<file path="src/rtl/fp_mult_pipe_if.sv">
// fp_mult_pipe_if: operand/result handshake bundle for the pipelined multiplier
interface fp_mult_pipe_if #(
   parameter int EXP_W = 8,
   parameter int MAN_W = 23,
   parameter int TAG_W = 4
);
   localparam int W = 1 + EXP_W + MAN_W;
   logic             in_valid;
   logic             in_ready;
   logic [W-1:0]     in_a;
   logic [W-1:0]     in_b;
   logic [TAG_W-1:0] in_tag;
   logic             out_valid;
   logic             out_ready;
   logic [W-1:0]     out_result;
   logic [TAG_W-1:0] out_tag;
   logic [3:0]       out_flags;
   modport master (
      output in_valid, in_a, in_b, in_tag, out_ready,
      input  in_ready, out_valid, out_result, out_tag, out_flags
   );
   modport slave (
      input  in_valid, in_a, in_b, in_tag, out_ready,
      output in_ready, out_valid, out_result, out_tag, out_flags
   );
endinterface

</file>
<file path="src/rtl/fp_mult_pipe.sv">
// fp_mult_pipe: three-stage IEEE-style multiplier (unpack, multiply, round/pack) with stall-all flow control
module fp_mult_pipe #(
   parameter int EXP_W = 8,
   parameter int MAN_W = 23,
   parameter int TAG_W = 4
) (
   input logic           clk,
   input logic           rst_n,
   fp_mult_pipe_if.slave bus
);
   localparam int W    = 1 + EXP_W + MAN_W;
   localparam int BIAS = 2**(EXP_W-1) - 1;
   localparam int EMAX = 2**EXP_W - 1;
   localparam int PW   = 2 * (MAN_W + 1);
   localparam int XW   = EXP_W + 2;
   logic             adv;
   logic [EXP_W-1:0] ea, eb;
   logic [MAN_W-1:0] fa, fb;
   logic             nan_d, inf_d, zero_d;
   logic             v1_q, sign1_q, nan1_q, inf1_q, zero1_q;
   logic [EXP_W-1:0] ea1_q, eb1_q;
   logic [MAN_W:0]   ma1_q, mb1_q;
   logic [TAG_W-1:0] tag1_q;
   logic             v2_q, sign2_q, nan2_q, inf2_q, zero2_q;
   logic [XW-1:0]    exp2_q;
   logic [PW-1:0]    prod2_q;
   logic [TAG_W-1:0] tag2_q;
   logic             hi, g, r, s, ovf, unf;
   logic [MAN_W:0]   mant;
   logic [MAN_W+1:0] rnd;
   logic [MAN_W-1:0] frac;
   logic [XW-1:0]    ef;
   logic [W-1:0]     inf_w, zero_w, res_d;
   logic [3:0]       flags_d;
   logic             v3_q;
   logic [W-1:0]     res_q;
   logic [TAG_W-1:0] tag3_q;
   logic [3:0]       flags_q;
   assign adv            = !v3_q || bus.out_ready;
   assign bus.in_ready   = adv;
   assign bus.out_valid  = v3_q;
   assign bus.out_result = res_q;
   assign bus.out_tag    = tag3_q;
   assign bus.out_flags  = flags_q;
   assign ea = bus.in_a[W-2:MAN_W];
   assign eb = bus.in_b[W-2:MAN_W];
   assign fa = bus.in_a[MAN_W-1:0];
   assign fb = bus.in_b[MAN_W-1:0];
   // Classify operands; exp==0 covers both true zeros and flushed subnormals
   always_comb begin
      nan_d  = (ea == EXP_W'(EMAX) && fa != '0) || (eb == EXP_W'(EMAX) && fb != '0) ||
               (ea == '0 && eb == EXP_W'(EMAX)) || (eb == '0 && ea == EXP_W'(EMAX));
      inf_d  = ea == EXP_W'(EMAX) || eb == EXP_W'(EMAX);
      zero_d = ea == '0 || eb == '0;
   end
   // S1: capture classification and unpacked operands
   always_ff @(posedge clk or negedge rst_n) begin
      if (!rst_n) begin
         v1_q    <= 1'b0;
         sign1_q <= 1'b0;
         nan1_q  <= 1'b0;
         inf1_q  <= 1'b0;
         zero1_q <= 1'b0;
         ea1_q   <= '0;
         eb1_q   <= '0;
         ma1_q   <= '0;
         mb1_q   <= '0;
         tag1_q  <= '0;
      end else if (adv) begin
         v1_q    <= bus.in_valid;
         sign1_q <= bus.in_a[W-1] ^ bus.in_b[W-1];
         nan1_q  <= nan_d;
         inf1_q  <= inf_d;
         zero1_q <= zero_d;
         ea1_q   <= ea;
         eb1_q   <= eb;
         ma1_q   <= {1'b1, fa};
         mb1_q   <= {1'b1, fb};
         tag1_q  <= bus.in_tag;
      end
   end
   // S2: full mantissa product and biased exponent sum, wide enough never to wrap
   always_ff @(posedge clk or negedge rst_n) begin
      if (!rst_n) begin
         v2_q    <= 1'b0;
         sign2_q <= 1'b0;
         nan2_q  <= 1'b0;
         inf2_q  <= 1'b0;
         zero2_q <= 1'b0;
         exp2_q  <= '0;
         prod2_q <= '0;
         tag2_q  <= '0;
      end else if (adv) begin
         v2_q    <= v1_q;
         sign2_q <= sign1_q;
         nan2_q  <= nan1_q;
         inf2_q  <= inf1_q;
         zero2_q <= zero1_q;
         exp2_q  <= XW'(ea1_q) + XW'(eb1_q) - XW'(BIAS);
         prod2_q <= PW'(ma1_q) * PW'(mb1_q);
         tag2_q  <= tag1_q;
      end
   end
   // S3 logic: normalise, round to nearest even, detect range errors, pack
   always_comb begin
      hi      = prod2_q[PW-1];
      mant    = hi ? prod2_q[PW-1:MAN_W+1] : prod2_q[PW-2:MAN_W];
      g       = hi ? prod2_q[MAN_W]        : prod2_q[MAN_W-1];
      r       = hi ? prod2_q[MAN_W-1]      : prod2_q[MAN_W-2];
      s       = hi ? |prod2_q[MAN_W-2:0]   : |prod2_q[MAN_W-3:0];
      rnd     = {1'b0, mant} + (MAN_W+2)'(g && (r || s || mant[0]));
      frac    = rnd[MAN_W+1] ? rnd[MAN_W:1] : rnd[MAN_W-1:0];
      ef      = exp2_q + XW'(hi) + XW'(rnd[MAN_W+1]);
      ovf     = !ef[XW-1] && ef[XW-2:0] >= (XW-1)'(EMAX);
      unf     = ef[XW-1] || ef == '0;
      inf_w   = {sign2_q, {EXP_W{1'b1}}, {MAN_W{1'b0}}};
      zero_w  = {sign2_q, {(W-1){1'b0}}};
      res_d   = nan2_q  ? {1'b0, {EXP_W{1'b1}}, 1'b1, {(MAN_W-1){1'b0}}} :
                inf2_q  ? inf_w :
                zero2_q ? zero_w :
                ovf     ? inf_w :
                unf     ? zero_w : {sign2_q, ef[EXP_W-1:0], frac};
      flags_d = nan2_q             ? 4'b1000 :
                inf2_q || zero2_q  ? 4'b0000 :
                ovf                ? 4'b0101 :
                unf                ? 4'b0011 : {3'b000, g | r | s};
   end
   // S3: output register, held while the consumer stalls
   always_ff @(posedge clk or negedge rst_n) begin
      if (!rst_n) begin
         v3_q    <= 1'b0;
         res_q   <= '0;
         tag3_q  <= '0;
         flags_q <= '0;
      end else if (adv) begin
         v3_q    <= v2_q;
         res_q   <= res_d;
         tag3_q  <= tag2_q;
         flags_q <= flags_d;
      end
   end
endmodule
</file>
<file path="src/flat_wrapper.sv">
// flat-port wrapper written by rule: the top's interface ports become plain ports
module fp_mult_pipe_flat 
#(
   parameter int EXP_W = 8,
   parameter int MAN_W = 23,
   parameter int TAG_W = 4
)
  (clk, rst_n, bus_in_valid, bus_in_a, bus_in_b, bus_in_tag, bus_out_ready, bus_in_ready, bus_out_valid, bus_out_result, bus_out_tag, bus_out_flags);
  fp_mult_pipe_if #(.EXP_W(EXP_W), .MAN_W(MAN_W), .TAG_W(TAG_W)) bus_i ();
  input logic clk;
  input logic rst_n;
  input wire logic [$bits(bus_i.in_valid)-1:0] bus_in_valid;
  input wire logic [$bits(bus_i.in_a)-1:0] bus_in_a;
  input wire logic [$bits(bus_i.in_b)-1:0] bus_in_b;
  input wire logic [$bits(bus_i.in_tag)-1:0] bus_in_tag;
  input wire logic [$bits(bus_i.out_ready)-1:0] bus_out_ready;
  output wire logic [$bits(bus_i.in_ready)-1:0] bus_in_ready;
  output wire logic [$bits(bus_i.out_valid)-1:0] bus_out_valid;
  output wire logic [$bits(bus_i.out_result)-1:0] bus_out_result;
  output wire logic [$bits(bus_i.out_tag)-1:0] bus_out_tag;
  output wire logic [$bits(bus_i.out_flags)-1:0] bus_out_flags;
  assign bus_i.in_valid = bus_in_valid;
  assign bus_i.in_a = bus_in_a;
  assign bus_i.in_b = bus_in_b;
  assign bus_i.in_tag = bus_in_tag;
  assign bus_i.out_ready = bus_out_ready;
  assign bus_in_ready = bus_i.in_ready;
  assign bus_out_valid = bus_i.out_valid;
  assign bus_out_result = bus_i.out_result;
  assign bus_out_tag = bus_i.out_tag;
  assign bus_out_flags = bus_i.out_flags;
  fp_mult_pipe #(.EXP_W(EXP_W), .MAN_W(MAN_W), .TAG_W(TAG_W)) u_core (.clk(clk), .rst_n(rst_n), .bus(bus_i));
endmodule
</file>
<file path="config.mk">
export PLATFORM = sky130hd
export DESIGN_NAME = fp_mult_pipe_flat
export DESIGN_NICKNAME = d
export VERILOG_FILES = /design/src/rtl/fp_mult_pipe_if.sv /design/src/rtl/fp_mult_pipe.sv /design/src/flat_wrapper.sv
export SDC_FILE = /design/constraint.sdc
export NUM_CORES = 2
export LEC_CHECK = 0
export BUFFER_PORTS_ARGS = -buffer_cell sky130_fd_sc_hd__buf_2
export CORE_AREA = 4 4 198 238
export DETAILED_ROUTE_END_ITERATION = 8
export DIE_AREA = 0 0 202 242
export GPL_TIMING_DRIVEN = 0
export PLACE_DENSITY_LB_ADDON = 0.08
export SYNTH_ARGS = -nofsm -noshare
export SYNTH_HDL_FRONTEND = slang
export SYNTH_SLANG_ARGS = --single-unit
export TNS_END_PERCENT = 30
</file>
<file path="constraint.sdc">
create_clock -name clk -period 8.79 [get_ports clk]
set_input_delay 0.4395 -clock clk [delete_from_list [all_inputs] [get_ports clk]]
set_output_delay 0.4395 -clock clk [all_outputs]
set_load 0.005 [all_outputs]
</file>
==> summary.md <==
| Metric | Value |
|---|---|
| Final worst slack | `-0.05827 ns` |
| First-pass GRT wire length | `147.2 mm` |
| Height of the die | `242 um` |
| Ys async rst share | `100.0%` |
| Synth top area cells | `fa_1 (35%), dfrtp_1 (16%), nand2_1 (9.0%), ha_1 (8.4%), inv_1 (7.5%)` |
| Final #Nets | `4019` |
| Pins over their slew limit | `0` |
| Final global-route overflow total | `0` |
| Final Skew | `0.01381 ns` |
| Max incr delay on CP | `0.85 ns` |
| Post-route ant nets | `0` |
| Outcome | `finished, violations left` |
| Final period utilization | `100.7%` |
| Post-synthesis compound-gate area fraction | `6.744%` |
| CTS tree | `yes` |
| Maximum root-to-sink buffer count | `2` |
| Initial antenna violation count | `4` |
| Synth Area in Simple Gates | `20.07%` |
| Post-synth EDFFs | `0` |
| Synth Instances | `3145` |
| Routed WL | `97.36 mm` |
| Vias in the first global route | `24462` |
| Most common cell on crit path | `fa_1` |
| I/O pins | `114` |
| Row cnt | `85` |
| Max Cap Viol | `0` |
| RSZ-0062 raised after global routing | `true` |
| FF+latch count, synth | `180` |
| Setup bufs post-CTS | `0` |
| Sequential area share after synthesis | `16.36%` |
| GP Congestion | `1.053` |
| Root buf cell | `clkbuf_16` |
| Area Growth Syn to Fin | `7.208%` |
| Failing checks | `hold timing, setup timing` |
| Xor/xnor share of the synthesized area | `2.736%` |
| Pre-antenna DRT Iters | `6` |
| Main combinational cell family by area after synthesis | `adder cells` |
| Worst-path clk slew | `0.08 ns` |
| Die Wd | `202 um` |
| Post-Synth Adder-Cell Area | `43.60%` |
| Mapped Area | `0.02753 mm^2` |
| Drt initial violations | `2015` |
| Fmax achieved | `113.0 MHz` |
| Proportion of synthesized area in mux cells | `0.7589%` |
| Buffers on Ports | `113` |
| Slew @ Worst Pin | `1.152 ns` |
| Routed vias/inst | `5.899` |
| Finished Layout Cells | `3904` |
| Top cell type's share of synthesized area | `35.19%` |
| Post-DP HPWL | `78.68 mm` |
| Die area | `0.04888 mm^2` |
| Fin crit period | `8.848 ns` |
| Core Area | `0.04477 mm^2` |
| HP Class | `primary input to async pin` |
| GRT Total Usage | `40.61%` |
| Cts hold-fix bufs | `0` |
| Commonest non-fill, non-tap cells in the layout | `nand2_1 (658), inv_1 (551), fa_1 (484)` |
| Inst Count DP | `3868` |
| Final Setup Violations | `2` |
| Critical Path RT | `9.11 ns` |
| Slew HR | `23.21%` |
| DRC Markers | `0` |
| Htree depth | `4` |
| Crit path arrival time | `9.17 ns` |
| CP Class | `flop to flop` |
| Final hold viol count | `26` |
| Library cells used by synthesis | `68` |
| Clock sinks | `180` |
| Slowest cell on the critical path | `clkbuf_1` |
| Effective utilization at floorplan | `61.49%` |
| Vias | `23029` |
| Total CTS buffers | `17` |
| Synth Area per Inst | `8.754 um^2` |
| DR WL/cell | `24.94 um` |
| CP endpoint kind | `flop` |
| Later-pin clock latency in the skew report | `0.47 ns` |
| Commonest non-fill, non-tap cell in the layout | `nand2_1` |
| Hold_ws | `-0.02271 ns` |
| Crit path max fanout | `10` |
| Yosys warns | `0` |
| Crit start category | `flop` |
| Largest net degree at the start of global routing | `92` |
| Leading area contributor after synthesis | `fa_1` |
| Layout cells sized above 1 | `5.287%` |
| Syn Nets | `3886` |
| Synth Flop Type | `dfrtp_1` |
metal layers:
| layer | track usage [%] | up-vias | part of all wire [%] |
|---|---|---|---|
| met1 | 48.14 | 11472 | 35 |
| met4 | 28.04 | 4 | 9.3 |
| li1 | - | 9828 | - |
| met5 | 0 | - | 0.022 |
| met2 | 65.05 | 1321 | 46 |
| met3 | 10.32 | 404 | 9.8 |
through the flow:
stage / util, % / TNS, ns / hold WS, ns / instance area (um^2) / setup WS [ns]
6_report: 65.92 / -0.07071 / -0.02271 / 29520 / -0.05827
5_1_grt: 65.91 / -0.4648 / 0.03069 / 29510 / -0.1627
4_1_cts: 65.87 / 0 / 0.005221 / 29490 / 0.1250
3_5_place_dp: 64.54 / 0 / 0.4607 / 28900 / 0.2278
3_3_place_gp: 64.46 / 0 / 0.4510 / 28860 / 0.2904
2_1_floorplan: - / 0 / 0.1439 / 27530 / 2.105
timing repair:
item	CTS	global route
endpoints found under the setup margin	0	8
resized for setup	0	13
endpoints found under the hold margin	0	0
state kept, by name, summed over array words and instances, names as in the netlist, 8 cells and up:
register and cells:
u_core.eb1_q 8, u_core.bus.out_result 32, u_core.ea1_q 8, u_core.prod2_q 48
u_core.exp2_q 10, u_core.mb1_q 24, u_core.ma1_q 23
critical path: cells and delay by family (launching register included):
kind	cells	cell delay [ns]
adder cells (fa/ha/maj)	8	3.87
buffers and inverters	7	1.20
flip-flops	1	0.62
XOR/XNOR	1	0.29
AO/OA/AOI/OAI	5	1.74
AND/OR/NAND/NOR	4	0.97
cells in the mapped netlist, types with 12 or more instances:
| library cell | count |
|---|---|
| a21oi_1 | 94 |
| nor4_1 | 23 |
| nand3_1 | 27 |
| clkbuf_1 | 156 |
| o21ai_1 | 26 |
| nand2_1 | 658 |
| xor2_1 | 45 |
| nand4_1 | 22 |
| o21bai_1 | 12 |
| o21ai_0 | 49 |
| dfrtp_1 | 180 |
| fa_1 | 484 |
| xnor2_1 | 41 |
| and2_1 | 297 |
| nor2_1 | 91 |
| a21o_1 | 33 |
| mux2i_1 | 13 |
| ha_1 | 185 |
| inv_1 | 551 |
| and3_1 | 13 |
| a31oi_1 | 17 |
final cells by class:
type | instances | area (um^2)
clock buffers | 18 | 429.2
flip-flops and latches | 180 | 4504
fillers | 3874 | 15260
inverters | 551 | 2068
well taps | 609 | 762.0
clock inverters | 14 | 167.7
plain buffers | 161 | 624.3
repair buffers | 114 | 603.1
diodes | 4 | 10.01
multi-input cells | 2253 | 20350
worst paths after layout:
path                                        from  slack [ns]  cells after the start                  to
worst min register to register  u_core.tag2_q[3]        0.48                      2    u_core.tag2_q[3]
max in group asynchronous                  rst_n        7.90                      2    u_core.ma1_q[18]
worst max-delay path             u_core.ma1_q[9]       -0.06                     25  u_core.prod2_q[46]
min in group clk                     bus_in_a[5]        0.19                      3     u_core.ma1_q[5]
worst max register to register   u_core.ma1_q[9]       -0.06                     25  u_core.prod2_q[46]
worst min-delay path                       rst_n       -0.02                      1     u_core.eb1_q[6]
cell families after synthesis:
family / Yosys count
and+or+nand+nor: 1182
DFF: 180
adders and majority gates: 669
xor gates and xnor gates: 86
AOI/OAI and AO/OA: 296
muxes: 20
buffers and inverters: 712
Power is left out: the tool's default activity adds up to more than one toggle a clock period on the data nets, which glitch-free logic cannot reach.
